**src/rtl/life_step_engine_if.sv**
```systemverilog
// Selector-port bus between the life step engine and the 4x16 cell memory,
// plus the engine's start/status handshake.
interface life_step_engine_if;
    logic        start;
    logic [1:0]  array_selector;
    logic [15:0] alive_out_selector;
    logic [15:0] alive_in_selector;
    logic        write_enb;
    logic        busy;
    logic        done;
    logic [15:0] gen_count;

    modport master (
        input  start,
        input  alive_out_selector,
        output array_selector,
        output alive_in_selector,
        output write_enb,
        output busy,
        output done,
        output gen_count
    );

    modport slave (
        output start,
        output alive_out_selector,
        input  array_selector,
        input  alive_in_selector,
        input  write_enb,
        input  busy,
        input  done,
        input  gen_count
    );
endinterface

```
**src/rtl/life_step_engine.sv**
```systemverilog
// Game of Life generation step over a 4x16 row memory: read all rows, compute
// B3/S23 in one cycle, then write all rows back.
//
// state   | meaning
// IDLE    | waiting for start
// READ    | presenting row addresses 0..3 and capturing returned rows
// COMPUTE | next generation evaluated from cur_q and registered into nxt_q
// WRITE   | writing nxt_q rows 0..3 back to memory
// DONE    | one-cycle done pulse; start here chains straight into READ
module life_step_engine #(
    parameter bit WRAP = 1'b1
) (
    input  logic               clk,
    input  logic               rst,
    life_step_engine_if.master bus
);
    typedef enum logic [2:0] {IDLE, READ, COMPUTE, WRITE, DONE} state_t;

    state_t           state_q;
    logic [2:0]       rd_cnt_q;
    logic [1:0]       wr_cnt_q;
    logic [3:0][15:0] cur_q;
    logic [3:0][15:0] nxt_q;
    logic [3:0][15:0] nxt_d;
    logic [1:0]       sel_q;
    logic [15:0]      wdata_q;
    logic             wen_q;
    logic             busy_q;
    logic             done_q;
    logic [15:0]      gen_q;

    // Bit c of the result is the neighbour at column c-1 (west) or c+1 (east).
    function automatic logic [15:0] west_of(input logic [15:0] v);
        return {v[14:0], WRAP ? v[15] : 1'b0};
    endfunction

    function automatic logic [15:0] east_of(input logic [15:0] v);
        return {WRAP ? v[0] : 1'b0, v[15:1]};
    endfunction

    logic [7:0][15:0] nb;
    logic [15:0]      up_v;
    logic [15:0]      mid_v;
    logic [15:0]      dn_v;
    logic [3:0]       n;

    always_comb begin
        nxt_d = '0;
        nb    = '0;
        up_v  = '0;
        mid_v = '0;
        dn_v  = '0;
        n     = '0;
        for (int r = 0; r < 4; r++) begin
            mid_v = cur_q[2'(r)];
            up_v  = (r == 0 && !WRAP) ? 16'h0000 : cur_q[2'(r + 3)];
            dn_v  = (r == 3 && !WRAP) ? 16'h0000 : cur_q[2'(r + 1)];
            nb = {west_of(up_v), up_v, east_of(up_v),
                  west_of(mid_v), east_of(mid_v),
                  west_of(dn_v), dn_v, east_of(dn_v)};
            for (int c = 0; c < 16; c++) begin
                n = '0;
                for (int k = 0; k < 8; k++) begin
                    n = n + {3'b000, nb[3'(k)][4'(c)]};
                end
                nxt_d[2'(r)][4'(c)] = (n == 4'd3) | (mid_v[4'(c)] & (n == 4'd2));
            end
        end
    end

    always_ff @(posedge clk or posedge rst) begin
        if (rst) begin
            state_q  <= IDLE;
            rd_cnt_q <= '0;
            wr_cnt_q <= '0;
            cur_q    <= '0;
            nxt_q    <= '0;
            sel_q    <= '0;
            wdata_q  <= '0;
            wen_q    <= 1'b0;
            busy_q   <= 1'b0;
            done_q   <= 1'b0;
            gen_q    <= '0;
        end else begin
            done_q <= 1'b0;
            case (state_q)
                IDLE, DONE: begin
                    if (bus.start) begin
                        state_q  <= READ;
                        rd_cnt_q <= '0;
                        sel_q    <= '0;
                        busy_q   <= 1'b1;
                    end else begin
                        state_q <= IDLE;
                    end
                end
                READ: begin
                    // Memory returns the row one cycle after its address.
                    if (rd_cnt_q != 3'd0) begin
                        cur_q[rd_cnt_q[1:0] - 2'd1] <= bus.alive_out_selector;
                    end
                    if (rd_cnt_q == 3'd4) begin
                        state_q <= COMPUTE;
                    end else begin
                        rd_cnt_q <= rd_cnt_q + 3'd1;
                        sel_q    <= (rd_cnt_q >= 3'd3) ? 2'd3 : rd_cnt_q[1:0] + 2'd1;
                    end
                end
                COMPUTE: begin
                    nxt_q    <= nxt_d;
                    state_q  <= WRITE;
                    wr_cnt_q <= '0;
                    sel_q    <= '0;
                    wen_q    <= 1'b1;
                    wdata_q  <= nxt_d[0];
                end
                WRITE: begin
                    if (wr_cnt_q == 2'd3) begin
                        state_q <= DONE;
                        sel_q   <= '0;
                        wen_q   <= 1'b0;
                        wdata_q <= '0;
                        busy_q  <= 1'b0;
                        done_q  <= 1'b1;
                        gen_q   <= gen_q + 16'd1;
                    end else begin
                        wr_cnt_q <= wr_cnt_q + 2'd1;
                        sel_q    <= wr_cnt_q + 2'd1;
                        wdata_q  <= nxt_q[wr_cnt_q + 2'd1];
                    end
                end
                default: state_q <= IDLE;
            endcase
        end
    end

    assign bus.array_selector    = sel_q;
    assign bus.alive_in_selector = wdata_q;
    assign bus.write_enb         = wen_q;
    assign bus.busy              = busy_q;
    assign bus.done              = done_q;
    assign bus.gen_count         = gen_q;
endmodule

```
**src/flat_wrapper.sv**
```systemverilog
// flat-port wrapper written by rule: the top's interface ports become plain ports
module life_step_engine_flat 
#(
    parameter bit WRAP = 1'b1
)
  (clk, rst, bus_start, bus_alive_out_selector, bus_array_selector, bus_alive_in_selector, bus_write_enb, bus_busy, bus_done, bus_gen_count);
  life_step_engine_if bus_i ();
  input  logic clk;
  input  logic rst;
  input wire logic [$bits(bus_i.start)-1:0] bus_start;
  input wire logic [$bits(bus_i.alive_out_selector)-1:0] bus_alive_out_selector;
  output wire logic [$bits(bus_i.array_selector)-1:0] bus_array_selector;
  output wire logic [$bits(bus_i.alive_in_selector)-1:0] bus_alive_in_selector;
  output wire logic [$bits(bus_i.write_enb)-1:0] bus_write_enb;
  output wire logic [$bits(bus_i.busy)-1:0] bus_busy;
  output wire logic [$bits(bus_i.done)-1:0] bus_done;
  output wire logic [$bits(bus_i.gen_count)-1:0] bus_gen_count;
  assign bus_i.start = bus_start;
  assign bus_i.alive_out_selector = bus_alive_out_selector;
  assign bus_array_selector = bus_i.array_selector;
  assign bus_alive_in_selector = bus_i.alive_in_selector;
  assign bus_write_enb = bus_i.write_enb;
  assign bus_busy = bus_i.busy;
  assign bus_done = bus_i.done;
  assign bus_gen_count = bus_i.gen_count;
  life_step_engine #(.WRAP(WRAP)) u_core (.clk(clk), .rst(rst), .bus(bus_i));
endmodule
```
**config.mk**
```make
export PLATFORM = sky130hd
export DESIGN_NAME = life_step_engine_flat
export DESIGN_NICKNAME = d
export VERILOG_FILES = /design/src/rtl/life_step_engine_if.sv /design/src/rtl/life_step_engine.sv /design/src/flat_wrapper.sv
export SDC_FILE = /design/constraint.sdc
export NUM_CORES = 1
export LEC_CHECK = 0
export CAP_MARGIN = 40
export CORE_ASPECT_RATIO = 0.8
export CORE_MARGIN = 2
export CORE_UTILIZATION = 50
export CTS_CLUSTER_DIAMETER = 40
export DETAILED_ROUTE_END_ITERATION = 8
export DONT_BUFFER_PORTS = 1
export GPL_TIMING_DRIVEN = 0
export PLACE_DENSITY = 0.71
export SETUP_SLACK_MARGIN = 0.3
export SLEW_MARGIN = 20
export SYNTH_ARGS = -nofsm -noshare
export SYNTH_HDL_FRONTEND = slang
export SYNTH_SLANG_ARGS = --single-unit
```
**constraint.sdc**
```tcl
create_clock -name clk -period 1.8 [get_ports clk]
set_input_delay 0.09 -clock clk [delete_from_list [all_inputs] [get_ports clk]]
set_output_delay 0.09 -clock clk [all_outputs]
set_load 0.005 [all_outputs]
```
==> results.md <==
* Outcome: completed
* GRT Residual Overflow at 0
* CP Max Fanout at 8
* Synth Area in Simple Gates at 0.203
* Rows at 17
* Hold Path Class: input port to flip-flop
* Synth Instances at around 150
* Setup WS pre-CTS at ~140 ps
* Die width at 66.0 microns
* Initial antenna violation count at 0
* CORE AREA at 0.00285 sq mm
* Min Tclk post-route at ~1600 ps
* Power per cell area at 1420 mW/mm^2
* Distinct cells, synth at 40
* Detailed-route DRC error count at 0
* Clock Tree Buf Depth at 2
* CP Launch Type: flip-flop
* CTS Buf Count at 5
* Post-synth EDFFs at 0
* Largest net degree at the start of global routing at 16
* Synth Area in Adders at 0.0407
* Critical Path RT at 2020 ps
* Layout cell share with drive strength beyond 1 at 0.375
* Initial DRC count at 37
* Nets at 207
* Register area share after synthesis at 0.472
* Via count at 1103
* DP HPWL at 2.02 mm
* Synth Cell Area at 0.00154 sq mm
* Total GRT Usage at 0.192
* Worst reg2reg startpoint: u_core.rd_cnt_q[1]
* Ports at 56
* Setup Viol. Count Final at 0
* Async S/R FF share, synth at 1.00
* Vias in the first global route at 1031
* Count of buffers from port buffering at 0
* CTS tree: yes
* Worst-Skew Late Latency at about 280 ps
* Crit path DAT at 1790 ps
* Final setup TNS at 0 ps
* Gp weighted congestion at 0.823
* Commonest non-fill, non-tap cell in the layout: buf_4
* Hold Path Depth at 2
* N_diodes at 0
* Most used DFF post-synth: dfrtp_1
* CP max stage delay at roughly 400 ps
* R2R depth at 7
* RSZ-0062 raised after global routing: yes
* Area grow syn2layout at 28.7%
* Starting Density at 0.539
* Final WL at 3.07 mm
* Final ANT Viol Nets at 0
* Leakage at 1.04 nW
* Clk root buf: clkbuf_8
* Largest family of logic cells by synthesized area: simple AND/OR/NAND/NOR gates
* Actual slew at the worst max-slew pin at 616 ps
* Hold path endpoint: u_core.state_q[0]
* DRT Pass-1 Iters at 4
* Final WS setup at about 230 ps
* Relative slew slack at 0.589
* Mux share of post-synthesis cell area at 0.00733
* Critical-path top delay cell: dfrtp_1
* Global-route wire length before repair at 4.87 mm
* Number of synthesis warnings at 0
* Post-synthesis compound-gate area fraction at 0.0700
* CP Capture Type: flip-flop
* Fin area at just under 0.002 sq mm
* Vias per cell at 4.97
* Worst hold start: bus_start
* Final Max Slew Viols at 0
* Clock slew at reported path FFs at around 60 ps
* Die area at 0.00353 sq mm
* Mean area per synthesized cell at 10.5 sq um
* Max IR drop VDD at between 0.0009 and 0.001 V
* Wire per inst at 13.8 microns
* Max cap viols at 0
* Setup CP Type: flip-flop to flip-flop
* Worst path cell trace: inv_2 -> ha_2 -> and2_4 -> or3_4 -> buf_8 -> a31oi_4 -> a221o_1
* Reg-to-reg endpoint: u_core.bus.array_selector[0]
* Hold Vio Cnt, Final at 0
* Placed Instance Area at 0.00167 sq mm
* Die Y at 53.6 microns
* Post-Synth XOR/XNOR Area at 0.0855
* Fmax at ~0.64 GHz
* Clk sink count at 29
* Clock Skew at 2.77 ps
* Fin crit share at 0.870
* Reg2reg setup slack at ~230 ps
* Most frequent cells in the layout: buf_4, dfrtp_1, conb_1
* H-tree depth at 2
* #FFs+latches synth at 29
layout make-up:
class / count / area [sq um]
clock buffers: 7 / 96.3
clock inverters: 1 / 5.00
inverters: 11 / 46.3
flip-flops and latches: 29 / 729
fillers: 208 / 873
repair buffers: 15 / 126
multi-input cells: 102 / 768
plain buffers: 19 / 158
well taps: 38 / 47.5
per-layer routing:
layer | up-vias | wire length (microns) | track usage
li1 | 533 | - | -
met1 | 526 | 1390 | 0.235
met2 | 35 | 1390 | 0.296
met3 | 9 | 215 | 0.0753
met4 | 0 | 75 | 0.105
met5 | - | 0 | 0
sequential cells by signal, indices dropped and copies added, names as in the netlist:
register                   cells
u_core.bus.write_enb           1
u_core.bus.array_selector      2
u_core.state_q                 3
u_core.wr_cnt_q                2
u_core.bus.gen_count          16
u_core.bus.done                1
u_core.bus.busy                1
u_core.rd_cnt_q                3
through the flow:
stage	total power [mW]	cells	hold slack, ps	util
CTS	2.55	214	43.8	0.650
global route	3.00	222	68.1	0.694
detailed placement	1.85	200	78.3	0.586
floorplan	1.68	161	168	-
global placement	1.81	199	295	0.581
finish	2.81	222	42.2	0.694
kinds of logic after synthesis:
group / Yosys count
buffers and inverters: 30
DFF: 29
AOI/OAI and AO/OA: 16
and+or+nand+nor: 49
adders and majority gates: 5
muxes: 1
other: 1
xor gates and xnor gates: 15
worst max-delay path by stage:
stage                             startpoint                            to  slack [ps]  depth (start not counted)
after floorplan           u_core.rd_cnt_q[0]  u_core.bus.array_selector[0]         300                          7
after global placement    u_core.wr_cnt_q[0]      u_core.bus.gen_count[15]         180                          7
after detailed placement  u_core.wr_cnt_q[0]      u_core.bus.gen_count[15]         140                          7
after CTS                 u_core.rd_cnt_q[1]  u_core.bus.array_selector[0]         210                          7
after global routing      u_core.rd_cnt_q[1]  u_core.bus.array_selector[0]         190                          7
final                     u_core.rd_cnt_q[1]  u_core.bus.array_selector[0]         230                          7
critical path, delay by kind of cell, from the launching register on:
kind            cells  cell delay, ps
buf+inv             2             210
flops               1             400
fa+ha+maj           1             170
compound gates      2             240
simple gates        2             490
cells in the mapped netlist (2+ instances only):
library cell   n  area (sq um)
o21ai_0        5          25.0
nor2_1         7          26.3
nand2_1       13          48.8
xnor2_1        7          61.3
nand4_1        2          12.5
nand2b_1       2          12.5
inv_1         10          37.5
ha_1           5          62.6
xor2_1         8          70.1
buf_4         16           120
a22o_1         2          17.5
nor3_1         5          25.0
nand3_1        7          35.0
dfrtp_1       29           726
a21oi_1        2          10.0
a31oi_1        2          12.5
repair_timing:
item,in CTS,in global routing
endpoints found under the hold margin,14,0
setup endpoints to repair,15,17
buffers inserted,5,8
gates resized for setup,8,19
hold buffers,1,0
pin swaps,0,8
power by group:
part           total [mW]  switching [mW]  internal, mW
clock               0.606           0.261         0.345
sequential           1.01           0.190         0.823
combinational        1.19           0.544         0.646
total                2.81           0.995          1.81
Power figures use the tool's default switching activity.
